===== src/rtl/dbg_event_display.sv =====
// dbg_event_display: debug visibility block for the SoC top.
// Watches N_EVENTS single-bit core status lines, detects edges (any edge or
// rising only), drives a sticky toggle indicator and a saturating counter per
// channel, and scans either a probe word or one counter onto an N_DIGITS
// common-anode seven-segment display.
// Optional build macro DBG_EVENT_DISPLAY_BLANK_EN blanks leading-zero digits.
module dbg_event_display #(
  parameter int N_EVENTS  = 8,
  parameter int CNT_W     = 16,
  parameter int PROBE_W   = 32,
  parameter int N_DIGITS  = 8,
  parameter int SCAN_DIV  = 50000,
  parameter int EDGE_MODE = 0
) (
  input  logic                clk,
  input  logic                reset_n,
  input  logic [N_EVENTS-1:0] i_event,
  input  logic [PROBE_W-1:0]  i_probe,
  input  logic [4:0]          i_disp_sel,
  input  logic                i_clear,
  output logic [N_EVENTS-1:0] o_toggle,
  output logic [6:0]          o_seg,
  output logic                o_dp,
  output logic [7:0]          o_an
);

  localparam int DISP_W = 4 * N_DIGITS;
  localparam int PRE_W  = (SCAN_DIV > 2) ? $clog2(SCAN_DIV) : 1;
  localparam int EXT_W  = PROBE_W + CNT_W + DISP_W;
  localparam logic [PRE_W-1:0] PRE_LAST = PRE_W'(SCAN_DIV - 1);
  localparam logic [2:0]       IDX_LAST = 3'(N_DIGITS - 1);
  localparam logic [CNT_W-1:0] CNT_MAX  = {CNT_W{1'b1}};

  // Hex digit to active-low segment pattern {g,f,e,d,c,b,a}.
  function automatic logic [6:0] hex7(input logic [3:0] nib);
    logic [6:0] seg;
    case (nib)
      4'h0:    seg = 7'h40;
      4'h1:    seg = 7'h79;
      4'h2:    seg = 7'h24;
      4'h3:    seg = 7'h30;
      4'h4:    seg = 7'h19;
      4'h5:    seg = 7'h12;
      4'h6:    seg = 7'h02;
      4'h7:    seg = 7'h78;
      4'h8:    seg = 7'h00;
      4'h9:    seg = 7'h10;
      4'hA:    seg = 7'h08;
      4'hB:    seg = 7'h03;
      4'hC:    seg = 7'h46;
      4'hD:    seg = 7'h21;
      4'hE:    seg = 7'h06;
      4'hF:    seg = 7'h0E;
      default: seg = 7'h7F;
    endcase
    return seg;
  endfunction

  logic [N_EVENTS-1:0] ev_q_r;
  logic [N_EVENTS-1:0] edge_s;
  logic [N_EVENTS-1:0] toggle_r;
  logic [CNT_W-1:0]    cnt_r [N_EVENTS];

  logic [EXT_W-1:0]  mux_ext_s;
  logic [DISP_W-1:0] mux_s;

  logic [PRE_W-1:0]  pre_r;
  logic [2:0]        idx_r;
  logic              first_r;
  logic [DISP_W-1:0] val_r;
  logic              pre_wrap_s;
  logic              idx_wrap_s;

  logic [DISP_W-1:0] shifted_s;
  logic              blank_s;
  logic [6:0]        seg_s;
  logic              dp_s;
  logic [7:0]        an_s;

  logic [6:0]        seg_r;
  logic              dp_r;
  logic [7:0]        an_r;

  // Edge detector: any edge or rising edge against the one-cycle history.
  always_comb begin
    if (EDGE_MODE == 0) begin
      edge_s = i_event ^ ev_q_r;
    end else begin
      edge_s = i_event & ~ev_q_r;
    end
  end

  // Edge history follows the inputs every cycle, including during clear.
  always_ff @(posedge clk or negedge reset_n) begin
    if (!reset_n) begin
      ev_q_r <= '0;
    end else begin
      ev_q_r <= i_event;
    end
  end

  // Sticky toggle indicators; clear dominates a coincident edge.
  always_ff @(posedge clk or negedge reset_n) begin
    if (!reset_n) begin
      toggle_r <= '0;
    end else if (i_clear) begin
      toggle_r <= '0;
    end else begin
      toggle_r <= toggle_r ^ edge_s;
    end
  end

  // Saturating per-channel event counters; clear dominates a coincident edge.
  always_ff @(posedge clk or negedge reset_n) begin
    if (!reset_n) begin
      for (int i = 0; i < N_EVENTS; i++) cnt_r[i] <= '0;
    end else if (i_clear) begin
      for (int i = 0; i < N_EVENTS; i++) cnt_r[i] <= '0;
    end else begin
      for (int i = 0; i < N_EVENTS; i++) begin
        if (edge_s[i] && (cnt_r[i] != CNT_MAX)) begin
          cnt_r[i] <= cnt_r[i] + {{(CNT_W-1){1'b0}}, 1'b1};
        end else begin
          cnt_r[i] <= cnt_r[i];
        end
      end
    end
  end

  // Display source mux: probe, one live counter, or zero; fitted to the digit width.
  always_comb begin
    mux_ext_s = '0;
    if (i_disp_sel == 5'd0) begin
      mux_ext_s = EXT_W'(i_probe);
    end else begin
      for (int k = 0; k < N_EVENTS; k++) begin
        mux_ext_s = mux_ext_s |
                    ((i_disp_sel == 5'(k + 1)) ? EXT_W'(cnt_r[k]) : {EXT_W{1'b0}});
      end
    end
    mux_s = mux_ext_s[DISP_W-1:0];
  end

  assign pre_wrap_s = (pre_r == PRE_LAST);
  assign idx_wrap_s = pre_wrap_s && (idx_r == IDX_LAST);

  // Scan prescaler, digit index and frame-latched value (latched only at frame start).
  always_ff @(posedge clk or negedge reset_n) begin
    if (!reset_n) begin
      pre_r   <= '0;
      idx_r   <= 3'd0;
      first_r <= 1'b1;
      val_r   <= '0;
    end else begin
      first_r <= 1'b0;
      if (pre_wrap_s) begin
        pre_r <= '0;
        idx_r <= idx_wrap_s ? 3'd0 : (idx_r + 3'd1);
      end else begin
        pre_r <= pre_r + {{(PRE_W-1){1'b0}}, 1'b1};
        idx_r <= idx_r;
      end
      if (first_r || idx_wrap_s) begin
        val_r <= mux_s;
      end else begin
        val_r <= val_r;
      end
    end
  end

  // Digit decode for the current index from the latched value.
  always_comb begin
    shifted_s = val_r >> {idx_r, 2'b00};
`ifdef DBG_EVENT_DISPLAY_BLANK_EN
    blank_s = (idx_r != 3'd0) && (shifted_s == '0);
`else
    blank_s = 1'b0;
`endif
    an_s = ~(8'd1 << idx_r);
    if (blank_s) begin
      seg_s = 7'h7F;
      dp_s  = 1'b1;
    end else begin
      seg_s = hex7(shifted_s[3:0]);
      dp_s  = ((N_DIGITS == 8) && (idx_r == 3'd4)) ? 1'b0 : 1'b1;
    end
  end

  // Registered display drivers.
  always_ff @(posedge clk or negedge reset_n) begin
    if (!reset_n) begin
      seg_r <= 7'h7F;
      dp_r  <= 1'b1;
      an_r  <= 8'hFF;
    end else begin
      seg_r <= seg_s;
      dp_r  <= dp_s;
      an_r  <= an_s;
    end
  end

  assign o_toggle = toggle_r;
  assign o_seg    = seg_r;
  assign o_dp     = dp_r;
  assign o_an     = an_r;

endmodule


===== config.mk =====
export PLATFORM = sky130hd
export DESIGN_NAME = dbg_event_display
export DESIGN_NICKNAME = d
export VERILOG_FILES = /design/src/rtl/dbg_event_display.sv
export SDC_FILE = /design/constraint.sdc
export NUM_CORES = 1
export LEC_CHECK = 0
export CAP_MARGIN = 20
export CORE_MARGIN = 5
export CORE_UTILIZATION = 60
export CTS_BUF_LIST = sky130_fd_sc_hd__clkbuf_4 sky130_fd_sc_hd__clkbuf_8
export CTS_CLUSTER_DIAMETER = 50
export DETAILED_ROUTE_END_ITERATION = 12
export PLACE_DENSITY = 0.8
export SKIP_CTS_REPAIR_TIMING = 1
export SYNTH_ARGS = -nofsm -noshare
export SYNTH_HDL_FRONTEND = slang
export SYNTH_SLANG_ARGS = --single-unit
export TNS_END_PERCENT = 1

===== constraint.sdc =====
create_clock -name clk -period 3.2 [get_ports clk]
set_input_delay 0.8 -clock clk [delete_from_list [all_inputs] [get_ports clk]]
set_output_delay 0.8 -clock clk [all_outputs]
set_load 0.1 [all_outputs]

# Yosys cells after proc, flatten, opt, wreduce, memory -nomap -nowiden
# Memory sizes are Yosys's and may differ from the RTL's. A register that Yosys moved wholly into a read port is not among the register bits.
# Index checks and enable logic that the tools add are counted.
# word_totals
output_inout_bits,24
reg_bits,205
wordCells,100
rom_bits,112
mem_count,1
input_bits,48
# classes
n_reduce_logical,20
bitwise,10
eq_ne,19
n_addsub,10
n_shift,2
muxes,22
# mem_list
name,depth,word_bits,read_ports,rd_clocked_by_memory_dff,write_ports,line_no,text
(name not given),16,7,1,1,0,37,case (nib)
# ops
cell,count
2-to-1 mux 16 bit,17
"adder 16 x 1 -> 16 bit, second input constant",9
2-to-1 mux 128 bit,1
"!= test 16 bit, second input constant",8
bitwise OR 16 bit,7
2-to-1 mux 32 bit,1
>> shifter 32 x 5 -> 4 bit,1
"== test 5 x 3 -> 1 bit, second input constant",4
"== test 16 bit, second input constant",1
nonzero test 2 bit,8
XOR 8 bit,2
"== test 5 x 2 -> 1 bit, second input constant",2
logical AND 1 bit,9
2-to-1 mux 8 bit,1
NOT 8 bit,1
"left shift 1 x 3 -> 8 bit, first input constant",1
"== test 3 bit, second input constant",2
"== test 5 x 1 -> 1 bit, second input constant",1
"== test 5 x 4 -> 1 bit, second input constant",1
logical NOT 5 bit,1
"adder 3 x 1 -> 3 bit, second input constant",1
2-to-1 mux 3 bit,1
logical NOT 1 bit,1
logical OR 1 bit,1
2-to-1 mux 1 bit,1

# Longest topological paths before layout
# Gate-level depths: netlist (run 1).
# logic_depth
word_depth,10
depth_mapped,8

# Least setup slack after synthesis (run 1)
# No wires, ideal clock.
# synth_path
kind,input to register
startpoint,in i_disp_sel[0]
endpoint,reg val_r[13]
path_slack_ns,0.857
path_stages,7
arrival_ns,2.211
setup_ns,0.132
n_path_buf,3
path_cell_list,buf_2 buf_4 clkbuf_1 mux2_2 a222oi_1 o2bb2ai_1 o21ai_1
# synth_between
elab_chain_cells,10
# synth_lines
item,line_no,text
"start, declared",19,"input logic [4:0] i_disp_sel,"
== test 5 x 1 -> 1 bit / == test 5 x 2 -> 1 bit (equally long branches),138,((i_disp_sel == 5'(k + 1)) ? EXT_W'(cnt_r[k]) : {EXT_W{1'b0}});
2-to-1 mux 16 bit,138,
bitwise OR 16 bit (7 in series),137,mux_ext_s = mux_ext_s |
2-to-1 mux 32 bit (*),133,if (i_disp_sel == 5'd0) begin
"end signal, assigned",164,val_r <= mux_s;
"end signal, assigned",166,val_r <= val_r;
"end, declared",70,logic [DISP_W-1:0] val_r;
# Mark *: on every way between the ends. The rest lies on a longest branch, timed or not.
# A chain may end at the register's enable or synchronous reset.

# Worst setup path in the final report (run 1)
# layout_path
startpoint,reg idx_r[0]
endpoint,"reg seg_r[0], in the netlist o_seg[0]"
# layout_between
elab_chain_cells,1
# layout_lines
item,line_no,text
"start, declared",68,logic [2:0] idx_r;
"start signal, assigned",158,idx_r <= idx_wrap_s ? 3'd0 : (idx_r + 3'd1);
"start signal, assigned",161,idx_r <= idx_r;
>> shifter 32 x 5 -> 4 bit,173,"shifted_s = val_r >> {idx_r, 2'b00};"
"end, declared",80,logic [6:0] seg_r;
# Every way passes these cells.

==> flow_summary.yaml, run 1 <==
worst_setup_path:
  endpoint: "o_seg[0]"
  worstSetupPathType: "reg2reg"
  crit_path_cell_trace: "buf_4 > mux2_4 > mux4_2 > and2_4 > a22oi_2 > o31ai_1"
  r2r_end: "o_seg[0]"
  slowest_stage: "dfrtp_1"
  cp_max_fo: 20
  r2r_cells: 6
  start_kind: "flop"
  rrSetupSlack_ns: 0.49
  cp_top_family: "flip-flops"
  slowest_delay_ns: 0.98
  critical_path_required_ns: 3.64
  timing.rr.start: "idx_r[0]"
  cp.depth: 6
  end_kind: "flop"
  critPathLaunch: "idx_r[0]"
  crit_buf_inv: 1
  critPathArrivalTime_ns: 3.15
clock_tree:
  ctsRootBufferMaster: "clkbuf_8"
  clock_latency_ns: 0.53
  clock-sinks: 211
  clk_pin_slew_ns: 0.06
  cts_tree: "done"
  h-tree-depth: 2
  cts_buffers: 38
  clk_path_buf_depth: 3
status:
  outcome: "finished, final reports clean"
timing:
  totalNegativeSetupSlack_ns: 0
  rsz0062_at_grt: "false"
  whs_ns: 0.275
  hold_viol: 0
  slew_headroom: 0.352
  finalSetupViolCount: 0
  max_freq_ghz: 0.370
  min_period_ns: 2.71
  fin_ws_ns: 0.495
  slew_violations: 0
  skew_ns: 0.0188
  fin_crit_sh: 0.845
  worst_slew_pin_slew_ns: 0.972
placement:
  dp.cells: 1533
  place_hpwl_mm: 21.8
  dp_slack_ns: 0.157
  gp_congestion: 0.943
  io_buffers: 71
  dpl_cell_area_um2: 12800
power_and_ir_drop:
  peakVddDrop_uv: 371
  leakage_nw: 5.52
  powerDensity_nw_per_um2: 466
grt:
  grt_pass1_wl_mm: 49.2
  grt-ovfl-total: 0
  grt_pass1_vias: 9385
  grt_use_total: 0.275
  antenna_found_initial: 0
  grt_max_degree: 90
floorplan:
  start_util: 0.607
  die_h_um: 150
  pin_count: 72
  rows: 51
  dieWidth_um: 150
  dieArea_um2: 22500
  fp.coreArea_um2: 19300
final_layout:
  layout_commonest_cell: "dfrtp_1"
  design_area_um2: 13600
  drive_gt1_frac: 0.130
  finalNonFillerCells: 1599
  fillers: 1447
  layout_common_cells: "dfrtp_1 (195), nor2_1 (156), nand2_1 (121)"
  diodes: 0
  syn_to_final_growth_pct: 16.0
  num-nets-final: 1377
logic_synthesis:
  async_flop_share: 1.00
  yosysSeqAreaShare: 0.451
  synth_cell_type_count: 79
  synth.cell_area_um2: 11700
  avgSynthCellArea_um2: 9.64
  synth_fp_nets: 1287
  syn_inst: 1218
  ys_ff_latch: 211
  yosysWarnings: 0
  synth_edf_count: 0
  synth_top_flop_cell: "dfrtp_1"
flow_run:
  drv_cap: 0
route:
  vias: 9727
  post_drt_wl_per_cell_um: 18.9
  wirelength_mm: 30.3
  drc: 0
  drtIter0Drc: 1063
  postRouteAntennaNets: 0
  firstDrtPassIters: 8
  via_per_inst: 6.08
hold_path:
  holdCritPathClass: "in2async"
==> per-stage QoR <==
stage	util	total power [W]
6_report	0.705	0.00635
5_1_grt	0.705	0.00661
4_1_cts	0.705	0.00640
3_5_place_dp	0.660	0.00357
3_3_place_gp	0.660	0.00356
2_1_floorplan	-	0.00329
==> state kept, by name, indices dropped and copies added, names as in the netlist <==
signal / flops
val_r: 32
o_an: 8
first_r: 1
cnt_r: 128
pre_r: 16
idx_r: 3
ev_q_r: 8
o_toggle: 8
o_seg: 7
==> cell families (layout without fill, tap and decap cells) <==
| logic type | Yosys count | after routing | synth area share |
|---|---|---|---|
| buffers and inverters | 72 | 188 | 0.0267 |
| multiplexers | 52 | 52 | 0.0527 |
| other | 1 | 1 | 0.000319 |
| AND/OR/NAND/NOR | 537 | 537 | 0.234 |
| AO/OA/AOI/OAI | 201 | 201 | 0.121 |
| flip-flops | 211 | 211 | 0.451 |
| XOR/XNOR | 123 | 123 | 0.0918 |
| adder cells (fa/ha/maj) | 21 | 21 | 0.0224 |
==> final cells by class <==
cell class / count / area [µm²] / share of cell area
timing repair buffer: 102 / 911 / 0.0669
tap: 265 / 332 / 0.0243
multi-input combinational: 935 / 6140 / 0.451
inverter: 20 / 75.1 / 0.00551
sequential: 211 / 5300 / 0.389
clock buffer: 60 / 776 / 0.0569
clock inverter: 6 / 86.3 / 0.00634
==> power breakdown <==
part	total (W)	switching, W	internal, W	leakage (nW)
combinational	0.000701	0.000466	0.000234	2.23
clock	0.00282	0.00112	0.00170	0.451
sequential	0.00283	0.0000798	0.00275	2.84
==> cells in the mapped netlist (15+ instances only) <==
cell type / count / area [µm²]
dfrtp_1: 195 / 4880
nor2_1: 156 / 586
nand2_1: 121 / 454
xnor2_1: 81 / 709
nand3_1: 49 / 245
xor2_1: 42 / 368
nor3_1: 34 / 170
a21oi_1: 33 / 165
mux2i_1: 33 / 330
o21ai_1: 33 / 165
clkbuf_1: 30 / 113
nand4_1: 26 / 163
ha_1: 21 / 263
o21ai_0: 21 / 105
and3_1: 20 / 125
inv_1: 20 / 75.1
a222oi_1: 19 / 190
nor4_1: 18 / 113
a211oi_1: 17 / 128
dfstp_2: 16 / 420
nand2b_1: 15 / 93.8
==> layer usage <==
layer  vias up  track usage  part of all wire
met3       103       0.0512             0.073
met1      4665        0.376              0.43
li1       4576            -                 -
met5         -            0                 0
met4         0        0.113             0.043
met2       383        0.434              0.46
==> worst min path at each step <==
stage	startpoint	end	slack [ns]	cells after the start
2_1_floorplan	pre_r[13]	pre_r[13]	0.45	1
4_1_cts	reset_n	ev_q_r[6]	0.29	1
5_1_grt	reset_n	val_r[20]	0.31	1
6_report	reset_n	val_r[16]	0.28	1
3_3_place_gp	val_r[2]	val_r[2]	0.46	1
3_5_place_dp	val_r[2]	val_r[2]	0.47	1
No activity file was read; power rests on OpenSTA's default activity.
==> inputs of run 2 (changes only) <==
--- a/config.mk
+++ b/config.mk
@@ -7,11 +7,11 @@
 export LEC_CHECK = 0
 export CAP_MARGIN = 20
 export CORE_MARGIN = 5
-export CORE_UTILIZATION = 60
+export CORE_UTILIZATION = 56
 export CTS_BUF_LIST = sky130_fd_sc_hd__clkbuf_4 sky130_fd_sc_hd__clkbuf_8
 export CTS_CLUSTER_DIAMETER = 50
 export DETAILED_ROUTE_END_ITERATION = 12
-export PLACE_DENSITY = 0.8
+export PLACE_DENSITY = 0.79
 export SKIP_CTS_REPAIR_TIMING = 1
 export SYNTH_ARGS = -nofsm -noshare
 export SYNTH_HDL_FRONTEND = slang
==> constraint.sdc (replaced) <==
create_clock -name clk -period 2.22 [get_ports clk]
set_input_delay 0.555 -clock clk [delete_from_list [all_inputs] [get_ports clk]]
set_output_delay 0.555 -clock clk [all_outputs]
set_load 0.1 [all_outputs]
==> run 2 against run 1 <==
Compared with the run above:
- via count rose by 2.2%
- final area up 5.5%
- register-to-register slack worse by 0.40 ns
- critical path type unchanged
- critical endpoint is now val_r[21]
- fmax grew 27%
- largest cell class unchanged
- power increased by 54%
==> flow_summary.yaml, run 2 (same netlist as run 1, synthesis figures left out) <==
worst_setup_path:
  critical_path_required_ns: 2.66
  start_kind: "flop"
  critPathArrivalTime_ns: 2.57
  cp_max_fo: 23
  r2r_cells: 7
  end_kind: "flop"
  worstSetupPathType: "reg2reg"
grt:
  grt_max_degree: 72
  grt_pass1_wl_mm: 50.2
  antenna_found_initial: 0
  met2_usage: 0.429
  grt_use_total: 0.257
  top_usage_layer: "met2"
  grt_pass1_vias: 9791
  grt-ovfl-total: 0
  grtUsageMet3: 0.0431
  use_met1: 0.341
power_and_ir_drop:
  leakage_nw: 5.92
  p_seq_frac: 0.416
  comb_power_share: 0.116
  powerDensity_nw_per_um2: 681
  p_clk_frac: 0.468
  peakVddDrop_uv: 517
  switching_power_w: 0.00245
  total_power_w: 0.00978
  internal-power_w: 0.00733
  p_sw_frac: 0.251
final_layout:
  top_register: "cnt_r"
  design_area_um2: 14400
  layout_commonest_cell: "dfrtp_1"
  diodes: 0
  drive_gt1_frac: 0.168
  top_regs: "cnt_r: 128 flops, val_r: 32 flops, pre_r: 16 flops"
  num-nets-final: 1434
  layout_common_cells: "dfrtp_1 (195), nor2_1 (156), nand2_1 (121)"
  largest_reg_flops: 128
  syn_to_final_growth_pct: 22.4
timing:
  min_period_ns: 2.13
  slew_violations: 0
  fin_crit_sh: 0.958
  rsz0062_at_grt: "false"
  max_freq_ghz: 0.470
  whs_ns: 0.406
  worst_slew_pin_slew_ns: 0.642
  hold_viol: 0
  fin_ws_ns: 0.0924
  finalSetupViolCount: 0
  skew_ns: 0.0281
  slew_headroom: 0.568
route:
  wirelength_mm: 30.8
  post_drt_wl_per_cell_um: 18.4
  postRouteAntennaNets: 0
  via_per_inst: 5.95
  vias: 9939
  drtIter0Drc: 900
  firstDrtPassIters: 7
  drc: 0
floorplan:
  rows: 53
  dieArea_um2: 24000
  die_h_um: 155
  fp.coreArea_um2: 20800
  pin_count: 72
  dieWidth_um: 155
  start_util: 0.564
flow_run:
  drv_cap: 0
clock_tree:
  clock-sinks: 211
  clock_latency_ns: 0.54
  ctsRootBufferMaster: "clkbuf_8"
  clk_path_buf_depth: 3
  cts_buffers: 39
  clk_pin_slew_ns: 0.06
  h-tree-depth: 2
  cts_tree: "done"
status:
  outcome: "finished, final reports clean"
hold_path:
  whs_path_depth: 2
  holdCritPathClass: "in2reg"
placement:
  dpl_cell_area_um2: 13400
  gp_congestion: 0.949
  place_hpwl_mm: 22.7
  io_buffers: 71
  dp_slack_ns: -0.380
-- run 2: cell types whose count changed in the layout (fill, tap and decap cells not counted), moves of 2 or more --
cell       previous run  this run
buf_12                2        17
buf_4                54        94
bufinv_16             2         7
clkbuf_8             52        48
clkinv_2              2         4
-- run 2: final cells by class --
cell class,count,area (µm²)
clock inverters,14,256
clock buffers,57,728
multi-input cells,935,6140
well taps,275,344
inverters,20,75.1
flip-flops and latches,211,5300
fillers,1592,6450
repair buffers,158,1520
-- run 2: power groups by stage --
stage | sequential, W | combinational (W) | clock (W)
final | 0.00407 | 0.00113 | 0.00458
after floorplan | 0.00435 | 0.000389 | 0
after detailed placement | 0.00413 | 0.00113 | 0
after global routing | 0.00408 | 0.00122 | 0.00487
after global placement | 0.00412 | 0.00111 | 0
after CTS | 0.00407 | 0.00114 | 0.00467
-- run 2: worst paths after layout --
kind                                from    endpoint  slack (ns)
worst max-delay path            idx_r[0]   val_r[21]        0.09
max in group asynchronous        reset_n   cnt_r[70]        0.90
worst max register to register  idx_r[0]   val_r[21]        0.09
min in group asynchronous        reset_n   val_r[27]        0.57
worst min register to register  val_r[2]    val_r[2]        0.48
worst min-delay path             i_clear  cnt_r[120]        0.41
-- run 2: routing by layer --
metal  wire length, µm  vias to the layer above
li1                  -                     4706
met1             13000                     4803
met2             14600                      352
met3              2020                       78
met4              1100                        0
met5                 0                        -
-- run 2: worst max-delay path: stages (launching register included) --
cell     delay, ns
dfrtp_1       0.40
buf_12        0.18
ha_1          0.24
ha_1          0.26
a31oi_4       0.49
buf_4         0.31
nand2_1       0.08
o21ai_1       0.08
-- run 2: stage by stage --
stage          setup TNS, ns  utilization  cells
6_report                   0        0.690   1670
5_1_grt                    0        0.690   1670
4_1_cts                    0        0.690   1669
3_5_place_dp           -9.04        0.642   1598
3_3_place_gp           -7.40        0.642   1598
2_1_floorplan              0            -   1218
